<file path="src/rtl/systolic_feeder.sv">
// Feeds A column slices and B row slices into a systolic MAC array with per-lane skew,
// and generates the accumulator-clear and tile-result-ready pulses for MAC(0,0).
module systolic_feeder #(
  parameter int IN_WIDTH = 8,
  parameter int ROWS     = 4,
  parameter int COLS     = 4,
  parameter int K        = 4,
  parameter int MULT_LAT = 3,
  parameter int ADD_LAT  = 1
) (
  input  logic                     clk,
  input  logic                     rst,
  input  logic                     in_valid,
  output logic                     in_ready,
  input  logic [ROWS*IN_WIDTH-1:0] a_data,
  input  logic [COLS*IN_WIDTH-1:0] b_data,
  output logic [ROWS*IN_WIDTH-1:0] row_data_out,
  output logic [COLS*IN_WIDTH-1:0] col_data_out,
  output logic                     rst_accumulator_out,
  output logic                     stream_out_rdy_out,
  output logic                     busy
);

  // Cycles needed for the last beat to ripple through the skew and the MAC pipeline.
  localparam int D     = MULT_LAT + ADD_LAT + ROWS + COLS - 1;
  localparam int CNT_W = (K > 1) ? $clog2(K) : 1;
  localparam int DW    = (D > 1) ? $clog2(D) : 1;

  typedef enum logic [1:0] {IDLE, LOAD, DRAIN} state_t;

  state_t           state;
  state_t           state_nxt;
  logic [CNT_W-1:0] beat_cnt;
  logic [DW-1:0]    drain_cnt;
  logic             accept;
  logic             last_beat;
  logic             drain_done;
  logic             rst_acc_q;
  logic             stream_rdy_q;

  // Handshake: a beat transfers when in_valid && in_ready; in_ready depends on state only.
  assign in_ready   = (state != DRAIN);
  assign accept     = in_valid && in_ready;
  assign last_beat  = (beat_cnt == CNT_W'(K - 1));
  assign drain_done = (state == DRAIN) && (drain_cnt == DW'(D - 1));
  assign busy       = (state != IDLE);

  assign rst_accumulator_out = rst_acc_q;
  assign stream_out_rdy_out  = stream_rdy_q;

  always_ff @(posedge clk) begin
    if (rst) state <= IDLE;
    else     state <= state_nxt;
  end

  always_comb begin
    state_nxt = state;
    case (state)
      IDLE, LOAD: begin
        if (accept && last_beat) state_nxt = DRAIN;
        else if (accept)         state_nxt = LOAD;
      end
      DRAIN:   if (drain_done) state_nxt = IDLE;
      default: state_nxt = IDLE;
    endcase
  end

  always_ff @(posedge clk) begin
    if (rst) begin
      beat_cnt     <= '0;
      drain_cnt    <= '0;
      rst_acc_q    <= 1'b0;
      stream_rdy_q <= 1'b0;
    end else begin
      if (accept) beat_cnt <= last_beat ? '0 : beat_cnt + CNT_W'(1);
      drain_cnt    <= (state == DRAIN) ? drain_cnt + DW'(1) : '0;
      rst_acc_q    <= accept && (beat_cnt == '0);
      stream_rdy_q <= drain_done;
    end
  end

  // Lane r is delayed by r+1 stages; stage 0 takes zero whenever no beat is accepted.
  for (genvar r = 0; r < ROWS; r++) begin : g_row
    logic [IN_WIDTH-1:0] sr [0:r];
    always_ff @(posedge clk) begin
      if (rst) begin
        for (int i = 0; i <= r; i++) sr[i] <= '0;
      end else begin
        sr[0] <= accept ? a_data[r*IN_WIDTH +: IN_WIDTH] : '0;
        for (int i = 1; i <= r; i++) sr[i] <= sr[i-1];
      end
    end
    assign row_data_out[r*IN_WIDTH +: IN_WIDTH] = sr[r];
  end

  for (genvar c = 0; c < COLS; c++) begin : g_col
    logic [IN_WIDTH-1:0] sr [0:c];
    always_ff @(posedge clk) begin
      if (rst) begin
        for (int i = 0; i <= c; i++) sr[i] <= '0;
      end else begin
        sr[0] <= accept ? b_data[c*IN_WIDTH +: IN_WIDTH] : '0;
        for (int i = 1; i <= c; i++) sr[i] <= sr[i-1];
      end
    end
    assign col_data_out[c*IN_WIDTH +: IN_WIDTH] = sr[c];
  end

endmodule

</file>
<file path="config.mk">
export PLATFORM = sky130hd
export DESIGN_NAME = systolic_feeder
export DESIGN_NICKNAME = d
export VERILOG_FILES = /design/src/rtl/systolic_feeder.sv
export SDC_FILE = /design/constraint.sdc
export NUM_CORES = 1
export LEC_CHECK = 0
export BUFFER_PORTS_ARGS = -buffer_cell sky130_fd_sc_hd__buf_4
export CAP_MARGIN = 10
export CORE_MARGIN = 10
export CORE_UTILIZATION = 40
export CTS_CLUSTER_SIZE = 24
export DETAILED_ROUTE_END_ITERATION = 10
export GPL_TIMING_DRIVEN = 0
export HOLD_SLACK_MARGIN = 0.08
export PLACE_DENSITY_LB_ADDON = 0.3
export SLEW_MARGIN = 25
export SYNTH_ARGS = -nofsm -noshare
export SYNTH_HDL_FRONTEND = slang
export SYNTH_SLANG_ARGS = --single-unit
</file>
<file path="constraint.sdc">
create_clock -name clk -period 1.2 [get_ports clk]
set_clock_uncertainty 0.15 [all_clocks]
set_input_delay 0.18 -clock clk [delete_from_list [all_inputs] [get_ports clk]]
set_output_delay 0.18 -clock clk [all_outputs]
set_load 0.005 [all_outputs]
</file>
==> run_results.csv <==
group,metric,value,unit
clock_tree,clk_latency,0.41,ns
global_route,grt.overflow.total,0,
setup_path,path_max_fanout,10,
drt,vias,3144,
power_and_ir_drop,ir_drop,0.798,mV
placement,dp_hpwl,6.81,mm
global_route,grtUsageMet2,21.6,%
floorplan,dieArea,17300,µm²
sta,worstMarginPinSlew,0.568,ns
drt,wl_per_cell,13.1,µm
global_route,grtUsageMet3,6.44,%
run_status,status,"complete, but fails checks",
floorplan,core_area,12100,µm²
clock_tree,root_buffer,"clkbuf_16",
global_route,grt_use_met1,11.6,%
cells_and_area,nNetsFinal,679,
setup_path,start_kind,"flip-flop",
global_route,top_usage_layer,"met2",
power_and_ir_drop,p_total,11.3,mW
global_route,grt_usage,12.2,%
cells_and_area,nFillCells,943,
floorplan,start_util,41.0,%
drt,wirelength,10.3,mm
global_route,first_global_vias,3387,
synthesis,yosys-top-cells-count,"dfxtp_1 (170), nor2b_1 (96), and2_1 (65)",
synthesis,netlist_instances,415,
cells_and_area,regArea,3460,µm²
global_route,antenna_found_initial,0,
setup_path,rr_startpoint,"state[0]",
cells_and_area,drive_gt1_share,38.5,%
floorplan,dieHeight,131,µm
synthesis,synth.distinct_cells,24,
clock_tree,path_clk_slew,0.06,ns
sta,hold_violations,0,
clock_tree,clock_sinks,170,
power_and_ir_drop,pwr-share-seq,51.8,%
synthesis,synth_area,4970,µm²
drt,dr.pass1.iters,4,
sta,max_freq,687,MHz
setup_path,rr_worst_depth,6,
drt,drtIter0Drc,69,
power_and_ir_drop,combPwrFrac,6.7,%
clock_tree,numCtsBuffers,17,
synthesis,synth_edf_count,0,
clock_tree,cts_tree,"yes",
placement,gp_congestion,0.726,
clock_tree,h-tree-depth,4,
floorplan,die_w,131,µm
power_and_ir_drop,sw_frac_of_total,20.1,%
synthesis,synth.most_common_cell,"dfxtp_1",
sta,fin_crit_sh,121,%
power_and_ir_drop,clkPwrFrac,41.4,%
power_and_ir_drop,p_per_area,1500,nW/µm²
global_route,grt_first_pass_wirelength,16.7,mm
sta,fin_ws,-0.257,ns
clock_tree,cts_buffer_depth,2,
drt,vias_per_cell,3.99,
run_status,failed_checks,"negative setup slack",
sta,setup-tns-final,-16.07,ns
sta,rsz0062_at_grt,"yes",
setup_path,cp-endpoint,"g_col[0].sr[0][6]",
power_and_ir_drop,intPower,9.04,mW
setup_path,critPathArrivalTime,1.65,ns
global_route,grt_max_degree,17,
worst_hold_path,hold_path_class,"in2reg",
cells_and_area,multi_input_area,1290,µm²
cells_and_area,syn_to_final_growth,52.3,%
placement,io_buffers,134,
synthesis,yosysSeqAreaShare,68.5,%
setup_path,endpoint_kind,"flip-flop",
synthesis,synth-seq-cells,170,
setup_path,timing.rr.end,"g_col[0].sr[0][6]",
synthesis,synth_area_per_cell,12.0,µm²
synthesis,synth_top_cell_by_area,"dfxtp_1",
power_and_ir_drop,leakage,3.27,nW
synthesis,synthArstFlopShare,0,%
job,max_cap_violations,0,
power_and_ir_drop,p_sw,2.28,mW
sta,finalSetupViolCount,74,
setup_path,critPathKind,"reg2reg",
synthesis,ys_top_cells_by_area,"dfxtp_1 (68%), nor2b_1 (12%), and2_1 (8.2%), buf_4 (5.0%), buf_6 (1.1%)",
drt,antenna_left,0,
cells_and_area,diodes,0,
sta,max_slew_margin,62.1,%
floorplan,ioPinCount,135,
floorplan,rows,40,
synthesis,yosysWarningCount,0,
synthesis,synth_top_cell_area_share,68.5,%
synthesis,syn_nets,486,
setup_path,startpoint,"state[0]",
setup_path,critPathRequiredTime,1.39,ns
setup_path,reg2reg_slack,-0.26,ns
sta,layout_min_cycle_time,1.46,ns
sta,drv_slew,0,
synthesis,synth_ff_type,"dfxtp_1",
drt,drc_errors,0,
==> area by class of cell <==
type	count	area share [%]
inverters	5	0.248
multi-input cells	190	17.1
plain buffers	18	1.79
repair buffers	206	25.6
clock inverters	9	0.661
well taps	168	2.78
clock buffers	22	6.13
flip-flops and latches	170	45.7
==> how the worst min path moves through the flow <==
stage / from / to / slack [ns] / depth (start not counted)
floorplan: b_data[0] / g_col[0].sr[0][0] / 0.15 / 1
global placement: b_data[7] / g_col[0].sr[0][7] / 0.23 / 2
detailed placement: b_data[26] / g_col[3].sr[0][2] / 0.23 / 2
CTS: rst / g_row[3].sr[0][7] / 0.09 / 4
global route: rst / g_row[3].sr[0][7] / 0.12 / 4
finish: rst / g_row[3].sr[0][7] / 0.12 / 4
==> kinds of logic after synthesis <==
logic type	after synthesis	synth area share (%)
xor gates and xnor gates	2	0.352
AOI/OAI and AO/OA	5	0.629
adders and majority gates	4	1.01
buffers and inverters	55	7.42
DFF	170	68.5
and+or+nand+nor	179	22.1
==> power groups by stage <==
stage          combinational (mW)  sequential, mW  clock, mW
2_1_floorplan               0.241            5.96          0
3_3_place_gp                0.540            5.96          0
3_5_place_dp                0.553            5.97          0
4_1_cts                     0.737            5.85       4.85
5_1_grt                     0.840            5.88       5.08
6_report                    0.764            5.86       4.69
==> per-stage QoR <==
stage,setup WS (ns),cell area (µm²),std cells,util (%),hold WS [ns]
6_report,-0.257,7570,788,62.5,0.115
4_1_cts,-0.268,7390,789,61.0,0.0873
3_5_place_dp,-0.270,6190,717,51.1,0.234
5_1_grt,-0.327,7570,788,62.5,0.120
3_3_place_gp,-0.206,6190,717,51.1,0.231
2_1_floorplan,-0.0628,4970,415,-,0.152
==> layer usage <==
layer | vias to the layer above | part of all wire (%)
met1 | 1423 | 37
li1 | 1607 | -
met4 | 0 | 1.7
met2 | 98 | 52
met3 | 16 | 8.8
met5 | - | 0
==> sequential cells by signal (all words and copies together) (netlist names) <==
name and count:
rst_accumulator_out 1, g_row.sr 80, state 2, drain_cnt 4, stream_out_rdy_out 1, g_col.sr 80, beat_cnt 2
==> placed cells by master (no fill, tap or decap), types with 3 or more instances in the layout <==
| cell type | instances |
|---|---|
| inv_1 | 3 |
| dlygate4sd3_1 | 64 |
| nor2_2 | 3 |
| dfxtp_1 | 126 |
| nor2b_1 | 96 |
| buf_6 | 67 |
| clkbuf_16 | 18 |
| buf_4 | 80 |
| dfxtp_2 | 44 |
| ha_1 | 4 |
| clkbuf_1 | 13 |
| and2_1 | 63 |
| clkinv_2 | 7 |
==> worst max-delay path, cell delays in order (launching register included) <==
cell	delay (ns)
dfxtp_2	0.33
and2b_4	0.19
buf_6	0.12
nor3_4	0.14
buf_6	0.19
buf_6	0.14
and2_1	0.12
==> repair_timing <==
action                                  CTS  global route
endpoints found under the setup margin  102           117
endpoints found under the hold margin    68             0
hold buffers                             65             0
resized for setup                        61            74
pin swaps                                 3             4
setup buffers                             8             1
(Power assumes the default switching activity.)
